**config.mk**
```make
export PLATFORM = sky130hd
export DESIGN_NAME = stream_to_vga
export DESIGN_NICKNAME = d
export VERILOG_FILES = /design/src/rtl/stream_to_vga.sv
export SDC_FILE = /design/constraint.sdc
export NUM_CORES = 1
export LEC_CHECK = 0
export ABC_AREA = 0
export CORE_MARGIN = 10
export CORE_UTILIZATION = 63
export CTS_BUF_LIST = sky130_fd_sc_hd__clkbuf_8
export CTS_CLUSTER_DIAMETER = 120
export DETAILED_ROUTE_END_ITERATION = 10
export GPL_TIMING_DRIVEN = 0
export PLACE_DENSITY = 0.85
export SETUP_SLACK_MARGIN = 0.5
export SYNTH_ARGS = -nofsm -noshare
export SYNTH_HDL_FRONTEND = slang
export SYNTH_SLANG_ARGS = --single-unit
```
**constraint.sdc**
```tcl
create_clock -name clk -period 11.6 [get_ports clk]
set_input_delay 2.32 -clock clk [delete_from_list [all_inputs] [get_ports clk]]
set_output_delay 2.32 -clock clk [all_outputs]
set_load 0.05 [all_outputs]
```
**src/rtl/stream_to_vga.sv**
```systemverilog
// stream_to_vga: pulls scaler pixels into a FIFO with credit-based requests and replays them on a VGA raster.
// Defining STREAM_TO_VGA_PATTERN_EN adds the pattern_sel input selecting a checkerboard for active video.
module stream_to_vga #(
    parameter int CHANNELS     = 3,
    parameter int CH_WIDTH     = 8,
    parameter int FIFO_DEPTH   = 16,
    parameter int PULL_LATENCY = 4,
    parameter int H_ACTIVE     = 320,
    parameter int H_FP         = 8,
    parameter int H_SYNC       = 32,
    parameter int H_BP         = 40,
    parameter int V_ACTIVE     = 240,
    parameter int V_FP         = 3,
    parameter int V_SYNC       = 4,
    parameter int V_BP         = 6
) (
    input  logic                         clk,
    input  logic                         rst,
`ifdef STREAM_TO_VGA_PATTERN_EN
    input  logic                         pattern_sel,
`endif
    input  logic [CHANNELS*CH_WIDTH-1:0] dOut,
    input  logic                         dOutValid,
    output logic                         nextDout,
    output logic                         scaler_start,
    output logic [CHANNELS*CH_WIDTH-1:0] pix_out,
    output logic                         de,
    output logic                         hsync,
    output logic                         vsync,
    output logic                         underflow
);

    localparam int DW      = CHANNELS * CH_WIDTH;
    localparam int H_TOTAL = H_ACTIVE + H_FP + H_SYNC + H_BP;
    localparam int V_TOTAL = V_ACTIVE + V_FP + V_SYNC + V_BP;
    localparam int HW      = $clog2(H_TOTAL);
    localparam int VW      = $clog2(V_TOTAL);
    localparam int AW      = $clog2(FIFO_DEPTH);
    localparam int CW      = AW + 1;
    localparam int SW      = CW + 1;
    localparam int PIXELS  = H_ACTIVE * V_ACTIVE;
    localparam int RW      = $clog2(PIXELS + 1);

    localparam logic [HW-1:0] H_LAST  = HW'(H_TOTAL - 1);
    localparam logic [HW-1:0] H_ACT   = HW'(H_ACTIVE);
    localparam logic [HW-1:0] HS_BEG  = HW'(H_ACTIVE + H_FP);
    localparam logic [HW-1:0] HS_END  = HW'(H_ACTIVE + H_FP + H_SYNC);
    localparam logic [VW-1:0] V_LAST  = VW'(V_TOTAL - 1);
    localparam logic [VW-1:0] V_ACT   = VW'(V_ACTIVE);
    localparam logic [VW-1:0] VS_BEG  = VW'(V_ACTIVE + V_FP);
    localparam logic [VW-1:0] VS_END  = VW'(V_ACTIVE + V_FP + V_SYNC);
    localparam logic [RW-1:0] REQ_MAX = RW'(PIXELS);
    localparam logic [SW-1:0] CREDITS = SW'(FIFO_DEPTH);

    if (FIFO_DEPTH < PULL_LATENCY + 2 || (FIFO_DEPTH & (FIFO_DEPTH - 1)) != 0) begin : g_bad_depth
        $error("stream_to_vga: FIFO_DEPTH must be a power of two and at least PULL_LATENCY+2");
    end

    logic [HW-1:0] r_hCnt;
    logic [VW-1:0] r_vCnt;
    logic [DW-1:0] r_mem [FIFO_DEPTH];
    logic [AW-1:0] r_wrPtr;
    logic [AW-1:0] r_rdPtr;
    logic [CW-1:0] r_count;
    logic [CW-1:0] r_outstanding;
    logic [CW-1:0] r_discard;
    logic [RW-1:0] r_reqCnt;
    logic          r_armed;
    logic          r_de;
    logic          r_hsync;
    logic          r_vsync;
    logic [DW-1:0] r_pix;
    logic          r_underflow;

    logic w_active;
    logic w_frameStart;
    logic w_credit;
    logic w_req;
    logic w_push;
    logic w_pop;

    assign w_active     = (r_hCnt < H_ACT) && (r_vCnt < V_ACT);
    assign w_frameStart = (r_hCnt == '0) && (r_vCnt == VS_BEG);
    // Words already requested but not yet returned hold a FIFO slot, so overflow cannot occur.
    assign w_credit     = ({1'b0, r_count} + {1'b0, r_outstanding}) < CREDITS;
    assign w_req        = r_armed && (r_reqCnt < REQ_MAX) && w_credit && !w_frameStart;
    assign w_push       = dOutValid && (r_discard == '0) && !w_frameStart;
    assign w_pop        = w_active && (r_count != '0);

    assign nextDout     = w_req;
    assign scaler_start = w_frameStart;
    assign pix_out      = r_pix;
    assign de           = r_de;
    assign hsync        = r_hsync;
    assign vsync        = r_vsync;
    assign underflow    = r_underflow;

`ifdef STREAM_TO_VGA_PATTERN_EN
    logic w_checker;
    assign w_checker = ((32'(r_hCnt) ^ 32'(r_vCnt)) & 32'd8) != 32'd0;
`endif

    always_ff @(posedge clk or posedge rst) begin
        if (rst) begin
            r_hCnt <= '0;
            r_vCnt <= '0;
        end else if (r_hCnt == H_LAST) begin
            r_hCnt <= '0;
            r_vCnt <= (r_vCnt == V_LAST) ? '0 : r_vCnt + VW'(1);
        end else begin
            r_hCnt <= r_hCnt + HW'(1);
        end
    end

    // In-flight words at frame start belong to the old scaler frame and are dropped on return.
    always_ff @(posedge clk or posedge rst) begin
        if (rst) begin
            r_outstanding <= '0;
            r_discard     <= '0;
            r_reqCnt      <= '0;
            r_armed       <= 1'b0;
        end else begin
            r_outstanding <= r_outstanding + CW'(w_req) - CW'(dOutValid);
            if (w_frameStart) begin
                r_discard <= r_outstanding - CW'(dOutValid);
                r_reqCnt  <= '0;
                r_armed   <= 1'b1;
            end else begin
                if (dOutValid && (r_discard != '0)) begin
                    r_discard <= r_discard - CW'(1);
                end
                if (w_req) begin
                    r_reqCnt <= r_reqCnt + RW'(1);
                end
            end
        end
    end

    always_ff @(posedge clk or posedge rst) begin
        if (rst) begin
            r_wrPtr <= '0;
            r_rdPtr <= '0;
            r_count <= '0;
        end else if (w_frameStart) begin
            r_wrPtr <= '0;
            r_rdPtr <= '0;
            r_count <= '0;
        end else begin
            if (w_push) begin
                r_wrPtr <= r_wrPtr + AW'(1);
            end
            if (w_pop) begin
                r_rdPtr <= r_rdPtr + AW'(1);
            end
            r_count <= r_count + CW'(w_push) - CW'(w_pop);
        end
    end

    always_ff @(posedge clk) begin
        if (w_push) begin
            r_mem[r_wrPtr] <= dOut;
        end
    end

    always_ff @(posedge clk or posedge rst) begin
        if (rst) begin
            r_de        <= 1'b0;
            r_hsync     <= 1'b1;
            r_vsync     <= 1'b1;
            r_pix       <= '0;
            r_underflow <= 1'b0;
        end else begin
            r_de    <= w_active;
            r_hsync <= !((r_hCnt >= HS_BEG) && (r_hCnt < HS_END));
            r_vsync <= !((r_vCnt >= VS_BEG) && (r_vCnt < VS_END));
            if (w_active && (r_count == '0) && r_armed) begin
                r_underflow <= 1'b1;
            end
            if (!w_active) begin
                r_pix <= '0;
`ifdef STREAM_TO_VGA_PATTERN_EN
            end else if (pattern_sel) begin
                r_pix <= w_checker ? '1 : '0;
`endif
            end else if (w_pop) begin
                r_pix <= r_mem[r_rdPtr];
            end else begin
                r_pix <= '0;
            end
        end
    end

endmodule

```
* Word level (Yosys, flattened, before mapping) *
Memory sizes are Yosys's and may differ from the RTL's.
Cells that the tools add are included.

storage, ports and cells
  bits in writable memories = 384
  flip-flop bits (word level) = 86
  output and inout bits = 30
  memories = 1
  word-level logic and storage cells = 78
  bits of input ports = 27

cells by class
  $lt $le $gt $ge = 8
  equal/unequal tests = 3
  mux-type cells = 15
  reduce and logical (&&, ||, !) cells = 25
  add/sub/neg operators = 12

memories
  name   words  bits a word  rd ports  clocked after memory_dff  write ports  line  text
  r_mem  16     24           1         0                         1            61    logic [DW-1:0] r_mem [FIFO_DEPTH];

operators with widths
  kind                                                count
  2-to-1 mux 24 bit                                   2
  2-to-1 mux 17 bit                                   2
  less-than comparator 9 bit, second input constant   2
  adder 17 x 1 -> 17 bit, second input constant       1
  less-than comparator 17 bit, second input constant  1
  equality test 8 bit, second input constant          2
  less-than comparator 8 bit, second input constant   2
  2-to-1 mux 4 bit                                    4
  2-to-1 mux 5 bit                                    3
  subtractor 5 x 1 -> 5 bit                           3
  logical AND 1 bit                                   13
  adder 5 x 1 -> 5 bit                                2
  logical NOT 5 bit                                   2
  nonzero test 5 bit                                  2
  adder 9 x 1 -> 9 bit, second input constant         1
  equality test 9 bit, second input constant          1
  >= comparator 9 bit, second input constant          1
  logical NOT 9 bit                                   1
  2-to-1 mux 9 bit                                    1
  adder 4 x 1 -> 4 bit, second input constant         2
  adder 8 x 1 -> 8 bit, second input constant         1
  >= comparator 8 bit, second input constant          1
  2-to-1 mux 8 bit                                    1
  nonzero test 2 bit                                  4
  other kinds (5)                                     8

* Longest topological paths before layout *
  word-level depth = 7
  depth in mapped cells = 15

* Worst setup path after synthesis *
OpenSTA, ideal clock, no wires.

  path type = input-to-reg
  from = in dOutValid
  to = mem r_mem[15][0] (netlist bit) (enable)
  path slack = 5.861 ns
  arrival = 5.273 ns
  data required time = 11.134 ns
  cell stages on the path = 5
  cells stage by stage = buf_2 > nand2_1 > o21bai_4 > buf_2 > nor4_1

on the way
  longest elaborated chain between the ends = 4

ends and longest elaborated chain
  element                                 line  text
  start, declared                         23    input logic dOutValid,
  logical AND 1 bit (2 in series)         87    assign w_push = dOutValid && (r_discard == '0) && !w_frameStart;
  2-to-1 mux 1 bit                        160   if (w_push) begin
  2-to-1 mux 1 bit (not written as such)  161   r_mem[r_wrPtr] <= dOut;
  end, declared                           61

No other way between the ends.

* Final worst setup path *
  from = reg r_outstanding[4]
  to = out nextDout

on the way
  longest elaborated chain between the ends = 4

ends and longest elaborated chain
  element                              line  text
  start, declared                      65    logic [CW-1:0] r_outstanding;
  start signal, assigned               123   r_outstanding <= r_outstanding + CW'(w_req) - CW'(dOutValid);
  adder 5 x 5 -> 6 bit                 85    assign w_credit = ({1'b0, r_count} + {1'b0, r_outstanding}) < CREDITS;
  less-than comparator 6 x 5 -> 1 bit  85
  logical AND 1 bit (2 in series)      86    assign w_req = r_armed && (r_reqCnt < REQ_MAX) && w_credit && !w_frameStart;
  end, declared                        24    output logic nextDout,

No other way between the ends.

==> flow_metrics.tcl <==
set metrics [dict create \
    slowest_delay_ns 0.90 \
    viasPerCell 6.48 \
    ys_seq_area_share_pct 72.8 \
    status "finished clean" \
    ctsHoldBuffers 0 \
    drt.antenna.violating_nets 0 \
    drcViolationCount 0 \
    rows 63 \
    p_int_mw 3.15 \
    peakVddDrop_mv 0.219 \
    synth_top_family_by_area "multiplexers" \
    grt_max_degree 48 \
    clkPwrFrac_pct 26.5 \
    rsz0062_at_grt "no" \
    synth_seq_cells 470 \
    layout.nets 1269 \
    core-area_um2 29600 \
    route.final.wire_length_um 43600 \
    synthAdderAreaFrac_pct 2.21 \
    max_freq_ghz 0.169 \
    fin_ws_ns 5.67 \
    min_path_type "flip-flop to flip-flop" \
    gr-total-overflow 0 \
    htreeDepth 3 \
    clk_latency_ns 0.62 \
    p_comb_share_pct 31.7 \
    drtPass1Iterations 5 \
    antenna_found_initial 1 \
    place_ws_ns 6.17 \
    die_area_um2 37200 \
    synth_area_um2 18800 \
    numPortBuffers 56 \
    drv_slew 0 \
    drive_gt1_share_pct 24.8 \
    gp_congestion 0.840 \
    n_antenna_cell 0 \
    cts_tree "yes" \
    io_pins 57 \
    cts_resized 0 \
    worst_setup_path_start_kind "flip-flop" \
    cts_made_buffers 74 \
    tightestPinTransition_ns 1.08 \
    r2r_cells 15 \
    cts_sinks 470 \
    drv_cap 0 \
    cp_max_fo 10 \
    ys.flop_type "edfxtp_1" \
    hold_violations 0 \
    first_iter_violations 1212 \
    min_path_cells 1 \
    synthesis.nets 1078 \
    cp_slowest_cell "clkdlybuf4s50_1" \
    yosys.area_share.simple_pct 5.39 \
    crit_chain "ha_1 -> nor4b_2 -> o211ai_2 -> buf_6 -> clkbuf_1 -> nor3_1 -> clkdlybuf4s50_1" \
    syn_area_per_cell_um2 18.5 \
    grt_pass1_vias 11000 \
    vias 10700 \
    clkTransAtPathRegs_ns 0.06 \
    netSwitchingPower_mw 1.61 \
    dp_hpwl_um 29600 \
    rrSetupSlack_ns 7.87 \
    synth_xor_area_share_pct 1.21 \
    switching_share_pct 33.8 \
    cp-end-kind "output port" \
    timing.final.crit_period_ns 5.93 \
    power_density_nw_per_um2 219 \
    die_w_um 193 \
    muxShareOfSynthArea_pct 12.0 \
    synthCells 1019 \
    stdcell_count 1655 \
    multiInputGateArea_um2 4820 \
    synth_edf_count 384 \
    p_seq_share_pct 41.8 \
    start_util_pct 63.6 \
    grt_usage_pct 24.1 \
    synth_compound_area_share_pct 4.25 \
    p_leak_nw 7.59 \
    required_ns 9.28 \
    synth-warning-count 0 \
    dp_cells 1524 \
    critPathKind "flip-flop to output port" \
    grt_pass1_wl_um 66600 \
    relSlewSlack_pct 27.4 \
    power_mw 4.76 \
    postCtsSetupRepairBufs 0 \
    root_buffer "clkbuf_8" \
    timing.final.crit_share_pct 51.1 \
    tns_ns 0 \
    clock_path_buffers 3 \
    netlist-cell-type-count 56 \
    fillers 1606 \
    die_h_um 193 \
    wl_per_cell_um 26.4 \
    cp_data_arrival_time_ns 3.61 \
    async_flop_share_pct 18.3 \
    finClkSkew_ns 0.0364 \
    setup_viol 0 \
    area_delta_synth_final_pct 15.8 \
    seqCellArea_um2 13700 \
]
layout make-up:
type	count	share of cell area, %
Sequential cell	470	62.9
Multi-Input combinational cell	457	22.1
Clock buffer	76	4.80
Timing Repair Buffer	115	4.80
Tap cell	390	2.24
Clock inverter	55	1.30
Buffer	59	1.28
Inverter	33	0.580
per-stage QoR:
step / cell area (µm²) / hold WS (ns) / utilization [%]
floorplan: 18800 / 0.455 / -
global placement: 19900 / 0.454 / 67.2
detailed placement: 20400 / 0.471 / 69.2
CTS: 21800 / 0.483 / 73.7
global route: 21800 / 0.505 / 73.7
finish: 21800 / 0.481 / 73.7
final timing paths:
kind | start | to
max | r_outstanding[4]$_DFF_PP0_ | nextDout
min reg2reg | underflow$_DFFE_PP0P_ | underflow$_DFFE_PP0P_
max in group asynchronous | rst | pix_out[5]$_DFF_PP0_
min | underflow$_DFFE_PP0P_ | underflow$_DFFE_PP0P_
max reg2reg | r_count[2]$_DFF_PP0_ | r_count[4]$_DFF_PP0_
min in group asynchronous | rst | r_reqCnt[6]$_DFFE_PP0P_
cell families (layout without fill, tap and decap cells):
| logic type | count (synthesis) | after routing |
|---|---|---|
| AOI/OAI and AO/OA | 121 | 121 |
| xor gates and xnor gates | 26 | 26 |
| adders and majority gates | 32 | 32 |
| buffers and inverters | 92 | 338 |
| DFF | 470 | 470 |
| muxes | 106 | 106 |
| and+or+nand+nor | 172 | 172 |
cells in the mapped netlist (5+ instances only):
cell / count / share of area (%)
edfxtp_1: 384 / 61
mux4_2: 96 / 11
dfrtp_1: 84 / 11
o22ai_1: 48 / 1.6
clkbuf_1: 32 / 0.64
inv_1: 32 / 0.64
ha_1: 30 / 2.0
nor3_1: 29 / 0.77
nor2_1: 23 / 0.46
nand3_1: 21 / 0.56
buf_2: 19 / 0.51
nor4_1: 19 / 0.63
nand2_1: 17 / 0.34
o21ai_0: 17 / 0.45
a21oi_1: 16 / 0.43
nand4_1: 15 / 0.50
xnor2_1: 15 / 0.70
o31ai_1: 13 / 0.52
xor2_1: 11 / 0.51
mux2i_1: 9 / 0.48
buf_4: 7 / 0.28
a21oi_2: 6 / 0.28
and3_1: 6 / 0.20
or4_4: 6 / 0.36
and2_1: 5 / 0.17
placed cells by master (no fill, tap or decap), types with 5 or more instances in the layout:
cell type / netlist / final
a21oi_1: 16 / 16
a21oi_2: 6 / 6
and2_1: 5 / 5
and3_1: 6 / 6
buf_2: 19 / 19
buf_4: 7 / 59
buf_6: 1 / 7
clkbuf_1: 32 / 32
clkbuf_8: 0 / 76
clkdlybuf4s50_1: 0 / 56
clkinv_1: 1 / 9
clkinv_2: 0 / 5
dfrtp_1: 84 / 84
edfxtp_1: 384 / 384
ha_1: 30 / 30
inv_1: 32 / 66
mux2i_1: 9 / 9
mux4_2: 96 / 96
nand2_1: 17 / 17
nand3_1: 21 / 21
nand4_1: 15 / 15
nor2_1: 23 / 23
nor3_1: 29 / 27
nor4_1: 19 / 5
nor4_2: 0 / 14
o21ai_0: 17 / 17
o22ai_1: 48 / 48
o31ai_1: 13 / 13
or4_4: 6 / 6
xnor2_1: 15 / 15
xor2_1: 11 / 11
sequential cells by signal, indices dropped and copies added (netlist names):
signal         count
r_vCnt             8
vsync              1
pix_out           24
hsync              1
r_wrPtr            4
r_armed            1
r_reqCnt          17
r_outstanding      5
r_mem            384
r_count            5
underflow          1
r_discard          5
de                 1
r_hCnt             9
r_rdPtr            4
per-layer routing:
layer | global-route usage, % | share of wire (%)
met1 | 31.8 | 37
met5 | 0 | 0.046
met3 | 6.16 | 10
met4 | 8.65 | 3.2
met2 | 38.5 | 49
worst max-delay path: cells and delay by family, from the launching register on:
kind / cells / cell delay, ns
buffers and inverters: 3 / 1.32
AND/OR/NAND/NOR: 2 / 0.79
flip-flops: 1 / 0.42
adder cells (fa/ha/maj): 1 / 0.30
AO/OA/AOI/OAI: 1 / 0.18
power by group through the flow:
stage	sequential, mW	combinational (mW)	clock [mW]
finish	1.99	1.51	1.26
detailed placement	2.02	1.50	0
global route	2.00	1.61	1.35
CTS	1.99	1.51	1.27
global placement	2.02	1.42	0
floorplan	2.16	0.878	0
No activity file was read; power rests on OpenSTA's default activity.
==> RTL edit 1: new RTL, config.mk and constraints unchanged <==
Register the input `dOut` before use. The logic sees it one clock later. The other inputs are not delayed to match.
--- a/src/rtl/stream_to_vga.sv
+++ b/src/rtl/stream_to_vga.sv
@@ -54,2 +54,8 @@
 
+    logic [CHANNELS*CH_WIDTH-1:0] dOut_q;
+
+    always_ff @(posedge clk) begin
+        dOut_q <= dOut;
+    end
+
     if (FIFO_DEPTH < PULL_LATENCY + 2 || (FIFO_DEPTH & (FIFO_DEPTH - 1)) != 0) begin : g_bad_depth
@@ -160,3 +166,3 @@
         if (w_push) begin
-            r_mem[r_wrPtr] <= dOut;
+            r_mem[r_wrPtr] <= dOut_q;
         end
Formal check against the unedited RTL: not equivalent (Yosys sat finds a counterexample within 4 cycles, from zero or initial values and one cycle with rst high).
==> RTL edit 1 against the unedited design <==
Cell area grew 2.5%; sequential cell count is 24 higher; non-clock buffer count is 58 lower; utilization fell by 0.49 points; combinational power grew 11%; sequential share of layout area rose by 0.60 points; wire length decreased by 1.4%; area after synthesis grew 3.5%; worst setup slack better by 0.32 ns; clock skew down 0.014 ns; power is 13% higher; critical path type unchanged; largest cell class unchanged.
==> RTL edit 1: results (changes against the unedited design) <==
- Post-synth EDFFs: 384 (unchanged)
- Sequential share of cell area: 63.5% (was 62.9%)
- Postcts setup bufs: 0 (unchanged)
- Detailed Route WL: 43,000 um (was 43,600 um)
- Buffers outside the clock class: 116 (was 174)
- Worst vdd ir: 151 uV (was 219 uV)
- Port buffer count: 56 (unchanged)
- Cell internal pwr: 3.64 mW (was 3.15 mW)
- Clock Pin Slew Worst Setup and Hold Paths: 0.06 ns (about the same)
- Ys async rst share: 17.4% (was 18.3%)
- Xor and xnor area share after synthesis: 1.75% (was 1.21%)
- Largest cells by area after synthesis: edfxtp_1 (59%), mux4_2 (11%), dfrtp_1 (11%) (was edfxtp_1 (61%), mux4_2 (11%), dfrtp_1 (11%))
- Synth cell types: 56 (unchanged)
- Initial DRC count: 1,069 (was 1,212)
- Max-capacitance violation count: 0 (unchanged)
- Adder-cell share of the synthesized area: 2.13% (was 2.21%)
- Hold WC Path Type: reg2reg (unchanged)
- Area of the multi-input gates: 4960 sq um (was 4820 sq um)
- Inverter count: 27 (was 33)
- Vias in the first global route: 10,962 (was 11,039)
- Total global-route track usage: 22.5% (was 24.1%)
- Final Hold Fails: 0 (unchanged)
- Buffering overhead: 4.51% (was 6.09%)
- # clk buffers: 95 (was 76)
- Leakage: 7.82 nW (was 7.59 nW)
- Global-route wire length before repair: 65,700 um (was 66,600 um)
- Crit-path max FO: 10 (unchanged)
- P_seq: 2.24 mW (was 1.99 mW)
- Crit path DAT: 3.29 ns (was 3.61 ns)
- Least-Margin Pin Slew: 0.985 ns (was 1.08 ns)
- Power Combinational: 1.67 mW (was 1.51 mW)
- Outcome: finished clean (unchanged)
- Clock Skew: 0.0226 ns (was 0.0364 ns)
- Syn_nets: 1,111 (was 1,078)
- Ratio of cells with drive above 1 in the final layout: 22.7% (was 24.8%)
- Ys Warns: 0 (unchanged)
- # fillers: 1,705 (was 1,606)
- TritonRoute pass-1 iters: 5 (unchanged)
- H-tree depth: 3 (unchanged)
- Clk sinks: 494 (was 470)
- Worst r2r src: r_vCnt[1]$_DFFE_PP0N_ (was r_count[2]$_DFF_PP0_)
- Vias: 10,481 (was 10,731)
- Post-synthesis sequential area ratio: 72.7% (was 72.8%)
- CTS buffer count: 77 (was 74)
- CTS Buffer Depth: 3 (unchanged)
- Largest net degree at the start of global routing: 54 (was 48)
- GPL Wtd Cong: 0.796 (was 0.840)
- Commonest cells in the netlist: edfxtp_1 (384), mux4_2 (96), dfrtp_1 (84) (unchanged)
- Initial antenna violation count: 0 (was 1)
- Insertion delay to the later sink of the worst-skew pair: 0.60 ns (was 0.62 ns)
- #MultiIn Comb: 481 (was 457)
- Clock Root Buffer: clkbuf_8 (unchanged)
- Clock-cell share of area: 7.13% (was 6.11%)
- Synth Area in Compound Gates: 3.32% (was 4.25%)
- Nets: 1,256 (was 1,269)
- Crit path launch: r_count[4]$_DFF_PP0_ (was r_outstanding[4]$_DFF_PP0_)
- DP Wirelength: 25,100 um (was 29,600 um)
- ANT cells: 0 (unchanged)
- Post-synthesis mux area share: 12.4% (was 12.0%)
- Switching share of power: 32.4% (was 33.8%)
==> RTL edit 1: cell count changes after synthesis, sizes merged, moves of 17 or more <==
cell,unedited run,this run
a211oi,0,49
mux2i,9,26
o22ai,48,0
dfxtp,0,24
nor2b,3,27
nor2,23,50
==> RTL edit 1: critical path, stage by stage (launching register included) <==
cell             delay [ns]
dfrtp_1                0.43
ha_1                   0.35
nor4b_4                0.33
o211ai_4               0.18
buf_6                  0.19
nor3_1                 0.33
clkdlybuf4s50_1        0.88
==> RTL edit 1: metal layers <==
metal  wire (um)  vias to the layer above  GRT usage, %
met1       16300                     5353          29.3
met3        3390                      111          4.65
met5           0                        -             0
met2       21700                      567          36.4
met4        1590                        0          9.56
li1            -                     4450             -
==> RTL edit 1: cells by family after synthesis <==
logic type / after synthesis
simple gates: 193
xor+xnor: 39
buf+inv: 77
fa+ha+maj: 32
mux: 122
flops: 494
compound gates: 95
==> RTL edit 1: worst paths after layout <==
path                       depth (start not counted)                     to  slack, ns
setup / recovery                                   6               nextDout       5.99
hold / removal                                     1  underflow$_DFFE_PP0P_       0.47
setup reg to reg                                  14   r_count[4]$_DFF_PP0_       8.15
hold reg to reg                                    1  underflow$_DFFE_PP0P_       0.47
max in group asynchronous                          3  r_vCnt[0]$_DFFE_PP0N_       8.80
min in group asynchronous                          2   pix_out[4]$_DFF_PP0_       2.12
==> RTL edit 1: through the flow <==
step	instances	area, sq um	util, %	setup slack (ns)	hold WS [ns]
4_1_cts	1655	22300	73.1	5.96	0.472
2_1_floorplan	1052	19500	-	6.74	0.457
3_3_place_gp	1504	20500	67.3	4.31	0.459
5_1_grt	1656	22300	73.2	5.81	0.490
3_5_place_dp	1513	20700	67.8	6.13	0.458
6_report	1656	22300	73.2	5.99	0.471
==> RTL edit 2: new RTL, same flow settings <==
Made on the original files. The option `STREAM_TO_VGA_PATTERN_EN` is turned on by a define.
--- a/src/rtl/stream_to_vga.sv
+++ b/src/rtl/stream_to_vga.sv
@@ -2,2 +2,4 @@
 // Defining STREAM_TO_VGA_PATTERN_EN adds the pattern_sel input selecting a checkerboard for active video.
+`define STREAM_TO_VGA_PATTERN_EN
+
 module stream_to_vga #(
Ports: changed (added pattern_sel); port bits go from 57 to 58. The function was not compared with the original's and may differ.
==> RTL edit 2 against the unedited design <==
Wire length about the same; fmax about the same; area after synthesis increased by 2.0%; sequential share of layout area decreased by 1.2 points; worst setup slack got worse by 0.0055 ns; utilization increased by 0.63 points; power increased by 0.12%; cell area increased by 1.9%; largest cell class unchanged; sequential cell count unchanged; clock power increased by 4%.
==> RTL edit 2: results (changes against the unedited design) <==
- CTS Buffer Depth: 3 (unchanged)
- Critical hold path startpoint: underflow$_DFFE_PP0P_ (unchanged)
- M2 GR Usage: 38.1% (was 38.5%)
- Syn_nets: 1,129 (was 1,078)
- Buffering overhead: 5.77% (was 6.09%)
- Global route overflow: 0 (unchanged)
- Port buffer count: 57 (was 56)
- ANT cells: 1 (was 0)
- Worst r2r src: r_hCnt[3]$_DFF_PP0_ (was r_count[2]$_DFF_PP0_)
- Least-Margin Pin Slew: 1.10 ns (was 1.08 ns)
- Buffers outside the clock class: 171 (was 174)
- Max layer used: met4 (was met5)
- H-tree depth: 3 (unchanged)
- Max FFs per register: 384 (unchanged)
- DP Wirelength: 28,900 um (was 29,600 um)
- CTS buffer count: 75 (was 74)
- Detailed Route WL: 43,600 um (about the same)
- M3 GR Usage: 4.23% (was 6.16%)
- Postcts setup bufs: 0 (unchanged)
- Clock Skew: 0.0389 ns (was 0.0364 ns)
- Total Power: 4.77 mW (was 4.76 mW)
- Met1 Use GR: 29.1% (was 31.8%)
- Ys Warns: 0 (unchanged)
- Largest stage delay, worst path: 0.88 ns (was 0.90 ns)
- Nets: 1,317 (was 1,269)
- Vias in the first global route: 11,241 (was 11,039)
- Leakage: 7.95 nW (was 7.59 nW)
- Largest net degree at the start of global routing: 48 (unchanged)
- Inverter count: 35 (was 33)
- FF-to-FF setup slack: 7.84 ns (was 7.87 ns)
- Synth cell types: 53 (was 56)
- Ys async rst share: 18.3% (unchanged)
- Crit path launch: r_count[4]$_DFF_PP0_ (was r_outstanding[4]$_DFF_PP0_)
- Reg area: 13,700 sq um (unchanged)
- Cell internal pwr: 3.20 mW (was 3.15 mW)
- Ratio of cells with drive above 1 in the final layout: 22.2% (was 24.8%)
- R2r worst-path depth: 14 (was 15)
- Routed length on met1: 16,000 um (was 16,100 um)
- Outcome: finished clean (unchanged)
- Global-route wire length before repair: 67,000 um (was 66,600 um)
- #MultiIn Comb: 504 (was 457)
- Post-synthesis sequential area ratio: 71.4% (was 72.8%)
- Met3 wire length: 3760 um (was 4550 um)
- Commonest cells in the netlist: edfxtp_1 (384), mux4_2 (96), dfrtp_1 (84) (unchanged)
- Worst vdd ir: 139 uV (was 219 uV)
- # clk buffers: 82 (was 76)
- Top FF cell, synth: edfxtp_1 (unchanged)
- Multi-input logic portion of the cell area: 23.4% (was 22.1%)
- Initial DRC count: 1,116 (was 1,212)
- # fillers: 1,640 (was 1,606)
- GPL Wtd Cong: 0.802 (was 0.840)
- Post-synth EDFFs: 384 (unchanged)
- Via density: 6.41 (was 6.48)
- Largest cells by area after synthesis: edfxtp_1 (60%), mux4_2 (11%), dfrtp_1 (11%) (was edfxtp_1 (61%), mux4_2 (11%), dfrtp_1 (11%))
- Sequential cell count: 470 (unchanged)
- Clock-cell share of area: 6.36% (was 6.11%)
- Total global-route track usage: 23.0% (was 24.1%)
- Post-layout min period: 5.93 ns (about the same)
- TritonRoute pass-1 iters: 5 (unchanged)
- Met2 WL: 22,200 um (was 21,500 um)
==> RTL edit 2: cell count changes after synthesis, moves of 5 or more <==
cell,before,now
or4_1,4,13
o22ai_1,48,0
or4_4,6,1
a21oi_2,6,0
buf_1,0,5
or3_1,4,30
mux2i_1,9,62
a21oi_1,16,22
buf_4,7,1
nor3_1,29,57
==> RTL edit 2: power groups by stage <==
stage / sequential [mW] / combinational, mW / clock, mW
2_1_floorplan: 2.10 / 0.929 / 0
3_3_place_gp: 2.00 / 1.39 / 0
3_5_place_dp: 2.00 / 1.47 / 0
4_1_cts: 1.97 / 1.48 / 1.33
5_1_grt: 1.98 / 1.58 / 1.41
6_report: 1.98 / 1.48 / 1.31
==> RTL edit 2: cells by family (layout without fill, tap and decap cells) <==
group           Yosys count  in the layout  synth area share (%)
simple gates            221            221                  6.46
mux                     159            159                  14.6
fa+ha+maj                32             32                  2.17
xor+xnor                 28             28                  1.28
compound gates           64             64                  2.09
other cells               0              1                     0
flops                   470            470                  71.4
buf+inv                  95            346                  2.07
==> RTL edit 2: through the flow <==
stage	area, sq um	util, %	std cells
finish	22200	74.3	1711
detailed placement	20800	69.6	1570
global placement	20200	67.7	1516
CTS	22200	74.3	1710
floorplan	19200	-	1069
global route	22200	74.3	1710
==> RTL edit 2: worst min-delay path by stage <==
stage               depth (start not counted)  slack [ns]                     to
finish                                      1        0.48  underflow$_DFFE_PP0P_
global route                                1        0.52  underflow$_DFFE_PP0P_
CTS                                         1        0.48  underflow$_DFFE_PP0P_
detailed placement                          1        0.46  underflow$_DFFE_PP0P_
global placement                            1        0.46  underflow$_DFFE_PP0P_
floorplan                                   2        0.44    r_armed$_DFFE_PP0N_
